File: src/rtl/pipe_ctrl_gen.sv
// Pipeline stall/flush controller with deferred branch flush, held exceptions,
// a post-redirect fetch-kill window and a saturating stall-cycle counter.
module pipe_ctrl_gen #(
  parameter int NUM_STAGES     = 6,
  parameter int BR_STAGE       = 2,
  parameter int EXC_STAGE      = 4,
  parameter int REFETCH_CYCLES = 2,
  parameter int CNT_W          = 16
) (
  input  logic                  clk,
  input  logic                  resetn,
  input  logic [NUM_STAGES-1:0] stall_req,
  input  logic                  br_flush_req,
  input  logic                  ds_valid,
  input  logic                  ds_fetched,
  input  logic                  exc_req,
  input  logic                  cnt_clr,
  output logic [NUM_STAGES-1:0] stall_o,
  output logic [NUM_STAGES-1:0] flush_o,
  output logic                  fetch_kill,
  output logic                  exc_pending,
  output logic [CNT_W-1:0]      stall_cnt
);

  typedef enum logic [1:0] {
    IDLE    = 2'd0,
    DS_WAIT = 2'd1,
    REFETCH = 2'd2
  } state_t;

  state_t                state_r, state_nxt_s;
  logic [3:0]            rf_cnt_r, rf_cnt_nxt_s;
  logic                  exc_pending_r, exc_pending_nxt_s;
  logic [CNT_W-1:0]      stall_cnt_r;
  logic [NUM_STAGES-1:0] base_stall_s, upper_stall_s, bubble_s;
  logic [NUM_STAGES-1:0] br_mask_s, ctrl_flush_s;
  logic                  older_block_s, exc_active_s, exc_apply_s, fetch_kill_s;
  logic                  acc_s;

  // Cumulative stall from the oldest stage down, plus the stall-induced bubbles.
  always_comb begin
    base_stall_s  = '0;
    upper_stall_s = '0;
    bubble_s      = '0;
    br_mask_s     = '0;
    acc_s         = 1'b0;
    for (int i = NUM_STAGES - 1; i >= 0; i--) begin
      upper_stall_s[i] = acc_s;
      acc_s            = acc_s | stall_req[i];
      base_stall_s[i]  = acc_s;
    end
    for (int i = 0; i < NUM_STAGES - 1; i++) begin
      bubble_s[i] = base_stall_s[i] & ~base_stall_s[i+1];
    end
    for (int i = 0; i < NUM_STAGES; i++) begin
      br_mask_s[i] = (i <= BR_STAGE - 2);
    end
  end

  // A held exception is older than any new one, so exc_req is ignored while held.
  assign older_block_s = base_stall_s[EXC_STAGE+1];
  assign exc_active_s  = exc_req | exc_pending_r;
  assign exc_apply_s   = exc_active_s & ~older_block_s;

  // Control-flow flush mask and fetch kill derived from FSM state.
  always_comb begin
    ctrl_flush_s = '0;
    fetch_kill_s = 1'b0;
    if (exc_apply_s) begin
      ctrl_flush_s = '0;
    end else begin
      case (state_r)
        IDLE: begin
          if (br_flush_req) begin
            ctrl_flush_s = br_mask_s;
          end else begin
            ctrl_flush_s = '0;
          end
        end
        DS_WAIT: ctrl_flush_s = br_mask_s;
        REFETCH: begin
          if (rf_cnt_r != 4'd0) begin
            fetch_kill_s    = 1'b1;
            ctrl_flush_s[0] = 1'b1;
          end else begin
            fetch_kill_s = 1'b0;
          end
        end
        default: ctrl_flush_s = '0;
      endcase
    end
  end

  // Final stall/flush per stage: exception > control flush > stall bubble.
  always_comb begin
    stall_o = '0;
    flush_o = '0;
    for (int i = 0; i < NUM_STAGES; i++) begin
      if (exc_apply_s && (i <= EXC_STAGE)) begin
        stall_o[i] = 1'b0;
        flush_o[i] = 1'b1;
      end else if (ctrl_flush_s[i]) begin
        // Only a stall from an older stage may keep a flushed stage held.
        stall_o[i] = upper_stall_s[i];
        flush_o[i] = 1'b1;
      end else begin
        stall_o[i] = base_stall_s[i];
        flush_o[i] = bubble_s[i];
      end
    end
  end

  // Next-state, refetch window counter and exception hold logic.
  always_comb begin
    state_nxt_s       = state_r;
    rf_cnt_nxt_s      = rf_cnt_r;
    exc_pending_nxt_s = exc_pending_r;
    if (exc_apply_s) begin
      state_nxt_s       = REFETCH;
      rf_cnt_nxt_s      = 4'(REFETCH_CYCLES);
      exc_pending_nxt_s = 1'b0;
    end else begin
      exc_pending_nxt_s = exc_active_s;
      case (state_r)
        IDLE: begin
          if (br_flush_req && !ds_valid) begin
            state_nxt_s = DS_WAIT;
          end else begin
            state_nxt_s = IDLE;
          end
        end
        DS_WAIT: begin
          if (ds_fetched && !stall_o[BR_STAGE-1]) begin
            state_nxt_s = IDLE;
          end else begin
            state_nxt_s = DS_WAIT;
          end
        end
        REFETCH: begin
          if (rf_cnt_r == 4'd0) begin
            state_nxt_s = IDLE;
          end else if (!stall_o[0]) begin
            rf_cnt_nxt_s = rf_cnt_r - 4'd1;
            if (rf_cnt_r == 4'd1) begin
              state_nxt_s = IDLE;
            end else begin
              state_nxt_s = REFETCH;
            end
          end else begin
            state_nxt_s = REFETCH;
          end
        end
        default: state_nxt_s = IDLE;
      endcase
    end
  end

  // State, refetch counter and held-exception registers.
  always_ff @(posedge clk or negedge resetn) begin
    if (!resetn) begin
      state_r       <= IDLE;
      rf_cnt_r      <= 4'd0;
      exc_pending_r <= 1'b0;
    end else begin
      state_r       <= state_nxt_s;
      rf_cnt_r      <= rf_cnt_nxt_s;
      exc_pending_r <= exc_pending_nxt_s;
    end
  end

  // Saturating count of cycles with any stage held; clear beats increment.
  always_ff @(posedge clk or negedge resetn) begin
    if (!resetn) begin
      stall_cnt_r <= '0;
    end else if (cnt_clr) begin
      stall_cnt_r <= '0;
    end else if ((|stall_o) && (stall_cnt_r != {CNT_W{1'b1}})) begin
      stall_cnt_r <= stall_cnt_r + {{(CNT_W-1){1'b0}}, 1'b1};
    end else begin
      stall_cnt_r <= stall_cnt_r;
    end
  end

  assign fetch_kill  = fetch_kill_s;
  assign exc_pending = exc_pending_r;
  assign stall_cnt   = stall_cnt_r;

endmodule

File: config.mk
export PLATFORM = sky130hd
export DESIGN_NAME = pipe_ctrl_gen
export DESIGN_NICKNAME = d
export VERILOG_FILES = /design/src/rtl/pipe_ctrl_gen.sv
export SDC_FILE = /design/constraint.sdc
export NUM_CORES = 1
export LEC_CHECK = 0
export CORE_MARGIN = 5
export CORE_UTILIZATION = 47
export CTS_CLUSTER_SIZE = 40
export DETAILED_ROUTE_END_ITERATION = 12
export GPL_TIMING_DRIVEN = 0
export PLACE_DENSITY = 0.8
export SLEW_MARGIN = 10
export SYNTH_ARGS = -nofsm -noshare
export SYNTH_HDL_FRONTEND = slang
export SYNTH_SLANG_ARGS = --single-unit
File: constraint.sdc
create_clock -name clk -period 2.3 [get_ports clk]
set_clock_uncertainty 0.1 [all_clocks]
set_input_delay 0.46 -clock clk [delete_from_list [all_inputs] [get_ports clk]]
set_output_delay 0.46 -clock clk [all_outputs]
set_load 0.03 [all_outputs]
==> flow_metrics.py <==
metrics = {
    "cells_and_area": {
        "synthToLayoutAreaGrowth_pct": 39.3,
        "insertedDiodeCount": 0,
        "drive_gt1_share_pct": 23.4,
        "final_nets": 232,
        "seqCellArea_um2": 576,
        "fill_cells": 243,
        "fin_util_pct": 66.8,
        "design_area_um2": 1990,
        "layout.cells.non_filler": 247,
        "multi_input_area_um2": 846,
    },
    "die": {
        "die_height_um": 65.1,
        "start_util_pct": 47.9,
        "die_x_um": 65.1,
        "io_pins": 43,
        "fp.coreArea_um2": 2980,
        "dieArea_um2": 4240,
        "rows": 20,
    },
    "drt": {
        "first_pass_iters": 4,
        "detail-route-antenna-nets": 0,
        "num_vias": 1393,
        "drt_drc_violations_left": 0,
        "drt-total-wl_um": 3620,
        "wl_per_cell_um": 14.6,
        "via_per_inst": 5.64,
        "drtIter0Drc": 98,
    },
    "sta": {
        "worst_pin_slew_ps": 522,
        "rsz0062_at_grt": "true",
        "slew_viol_final": 0,
        "fmax_ghz": 0.437,
        "hold_ws_ps": -12.1,
        "finalHoldViolations": 10,
        "slew_headroom_pct": 65.2,
        "setup_viol": 0,
        "fin_crit_sh_pct": 99.5,
        "finalCriticalPeriod_ps": 2290,
        "setup_ws_ps": 11.9,
    },
    "global_route": {
        "grt_pass1_vias": 1398,
        "antenna_found_initial": 0,
        "grt_max_degree": 24,
        "grtUsageTotal_pct": 18.2,
        "grt_pass1_wl_um": 6280,
        "overflow": 0,
    },
    "yosys": {
        "yosys_register_bits": 23,
        "synth_area_leader_cell": "dfrtp_1",
        "synth.distinct_cells": 39,
        "synth_top_area_share_pct": 40.3,
        "synth_cells": 161,
        "synthMuxAreaShare_pct": 0.701,
        "yosysSeqAreaShare_pct": 40.3,
        "synth_compound_area_share_pct": 16.0,
        "synth_top_family_by_area": "simple AND/OR/NAND/NOR gates",
        "ys_warn_count": 0,
        "synth_xor_area_share_pct": 2.45,
        "post_synth_instance_area_um2": 1430,
        "synthSimpleGateAreaFrac_pct": 31.6,
        "synth_fa_ha_area_share_pct": 3.51,
        "synth_area_leaders": "dfrtp_1 40%, a21oi_1 5.6%, nor2_1 5.0%",
        "syn_area_per_cell_um2": 8.87,
        "synth_nets": 178,
    },
    "placement": {
        "dp.cells": 233,
        "gp_congestion": 0.831,
        "port_buffers": 39,
        "post-place-ws_ps": -886,
        "placed_cell_area_um2": 1860,
        "hpwl_um": 2620,
    },
    "clock_tree": {
        "cts_buffers": 3,
        "clock-sinks": 23,
        "cts-root-buf": "clkbuf_4",
        "clock_latency_ps": 320,
        "clockBufferDepth": 2,
        "ctsHtreeMaxLevel": 1,
        "cts_hold_buf": 0,
        "clkTransAtPathRegs_ps": 140,
        "cts_tree": "yes",
    },
    "worst_setup_path": {
        "cp-start-kind": "register",
        "cp-end-kind": "output port",
        "worstSetupPathType": "register to output port",
        "timing.reg2reg.setup_slack_ps": 70,
        "critPathMaxFanout": 3,
        "worst_r2r_path_depth": 9,
        "critPathRequiredTime_ps": 1740,
        "crit_arrival_ps": 1730,
    },
    "min_path": {
        "hold_path.class": "input pin to async pin",
    },
    "power_and_ir_drop": {
        "power_density_nw_per_um2": 445,
        "peakVddDrop_mv": 0.289,
        "p_leak_nw": 0.793,
    },
    "status": {
        "violations": "negative hold slack",
        "status": "finished with violations",
    },
    "flow_run": {
        "maxCapViolCount": 0,
    },
}
[synthesized netlist by cell type (all sizes together)]
cell type / instances
nor2: 19
or4: 10
or2: 2
nor3: 4
nand3: 7
o211ai: 2
o221a: 1
and4: 1
o31ai: 8
nor3b: 2
clkbuf: 2
inv: 4
nand2b: 2
nand2: 16
and3: 1
nor2b: 1
a21oi: 16
or3: 6
and2: 1
mux2i: 1
ha: 4
xor2: 3
xnor2: 1
nand4: 5
o21ai: 9
dfrtp: 23
conb: 1
buf: 7
nor4: 2
[per-stage QoR]
stage / total power [mW] / setup TNS, ps
floorplan: 0.583 / 0
global placement: 0.683 / -7170
detailed placement: 0.687 / -7830
CTS: 0.883 / -24.7
global route: 0.928 / -54.4
finish: 0.885 / 0
[timing repair]
item	CTS	global route
buffers inserted	7	3
resized for setup	52	19
pin swaps	3	6
endpoints found under the setup margin	11	11
[kinds of logic (layout without fill, tap and decap cells)]
group / count (synthesis) / in the layout
adder cells (fa/ha/maj): 4 / 4
buffers and inverters: 13 / 66
AND/OR/NAND/NOR: 79 / 79
other: 1 / 1
multiplexers: 1 / 1
AO/OA/AOI/OAI: 36 / 36
XOR/XNOR: 4 / 4
flip-flops: 23 / 23
[per-layer routing]
metal | vias up | global-route usage (%) | routed length, µm
met3 | 6 | 3.76 | 250
li1 | 690 | - | -
met1 | 651 | 22.3 | 1530
met2 | 46 | 33.3 | 1800
met4 | 0 | 3.37 | 36
met5 | - | 0 | 0
[flip-flops by register name, indices dropped and copies added (netlist names)]
| name | count |
|---|---|
| exc_pending | 1 |
| stall_cnt | 16 |
| rf_cnt_r | 4 |
| state_r | 2 |
[power breakdown]
group / switching (mW) / leakage [nW] / internal (mW)
logic: 0.157 / 0.467 / 0.102
registers: 0.0145 / 0.308 / 0.417
clock network: 0.130 / 0.0177 / 0.0651
[layout make-up]
class,instances,area share [%]
buffer,9,3.21
clock inverter,1,0.252
sequential,23,28.9
clock buffer,3,1.13
inverter,4,0.755
timing repair buffer,49,21.1
tap,33,2.08
multi-input combinational,125,42.5
[critical path, cell delays in order, from the launching register on]
cell and delay (ps):
dfrtp_1 400, inv_2 70, ha_4 150, nor3b_4 150, o221a_4 300, o21ai_4 170
inv_2 50, buf_6 130
[path summary, 6_finish.rpt]
check / from / to
setup reg to reg: rf_cnt_r[0] / stall_cnt[5]
min in group clk: stall_req[5] / exc_pending
hold reg to reg: state_r[1] / state_r[0]
hold / removal: resetn / stall_cnt[3]
max in group asynchronous: resetn / stall_cnt[15]
setup / recovery: rf_cnt_r[0] / stall_o[0]
[placed cells by master (no fill, tap or decap), types with 2 or more instances in the layout]
cell type | synthesis | routed
buf_2 | 2 | 5
o31ai_1 | 8 | 7
or4_1 | 8 | 7
a21oi_1 | 16 | 15
ha_1 | 4 | 3
clkbuf_1 | 2 | 2
buf_4 | 2 | 15
or3_1 | 6 | 6
nand3_1 | 7 | 7
nor2_4 | 0 | 2
nand4_1 | 5 | 5
dfrtp_1 | 23 | 23
nor3_1 | 4 | 4
clkdlybuf4s50_1 | 0 | 24
nor2_1 | 19 | 16
clkbuf_4 | 0 | 3
clkbuf_2 | 0 | 4
or4_4 | 2 | 3
or2_1 | 2 | 2
nand2_1 | 16 | 16
o21ai_1 | 7 | 7
buf_6 | 2 | 3
nor4_4 | 1 | 2
nand2b_1 | 2 | 2
xor2_1 | 3 | 3
inv_2 | 1 | 3
clkdlybuf4s15_1 | 0 | 2
No activity file was read; power rests on OpenSTA's default activity.
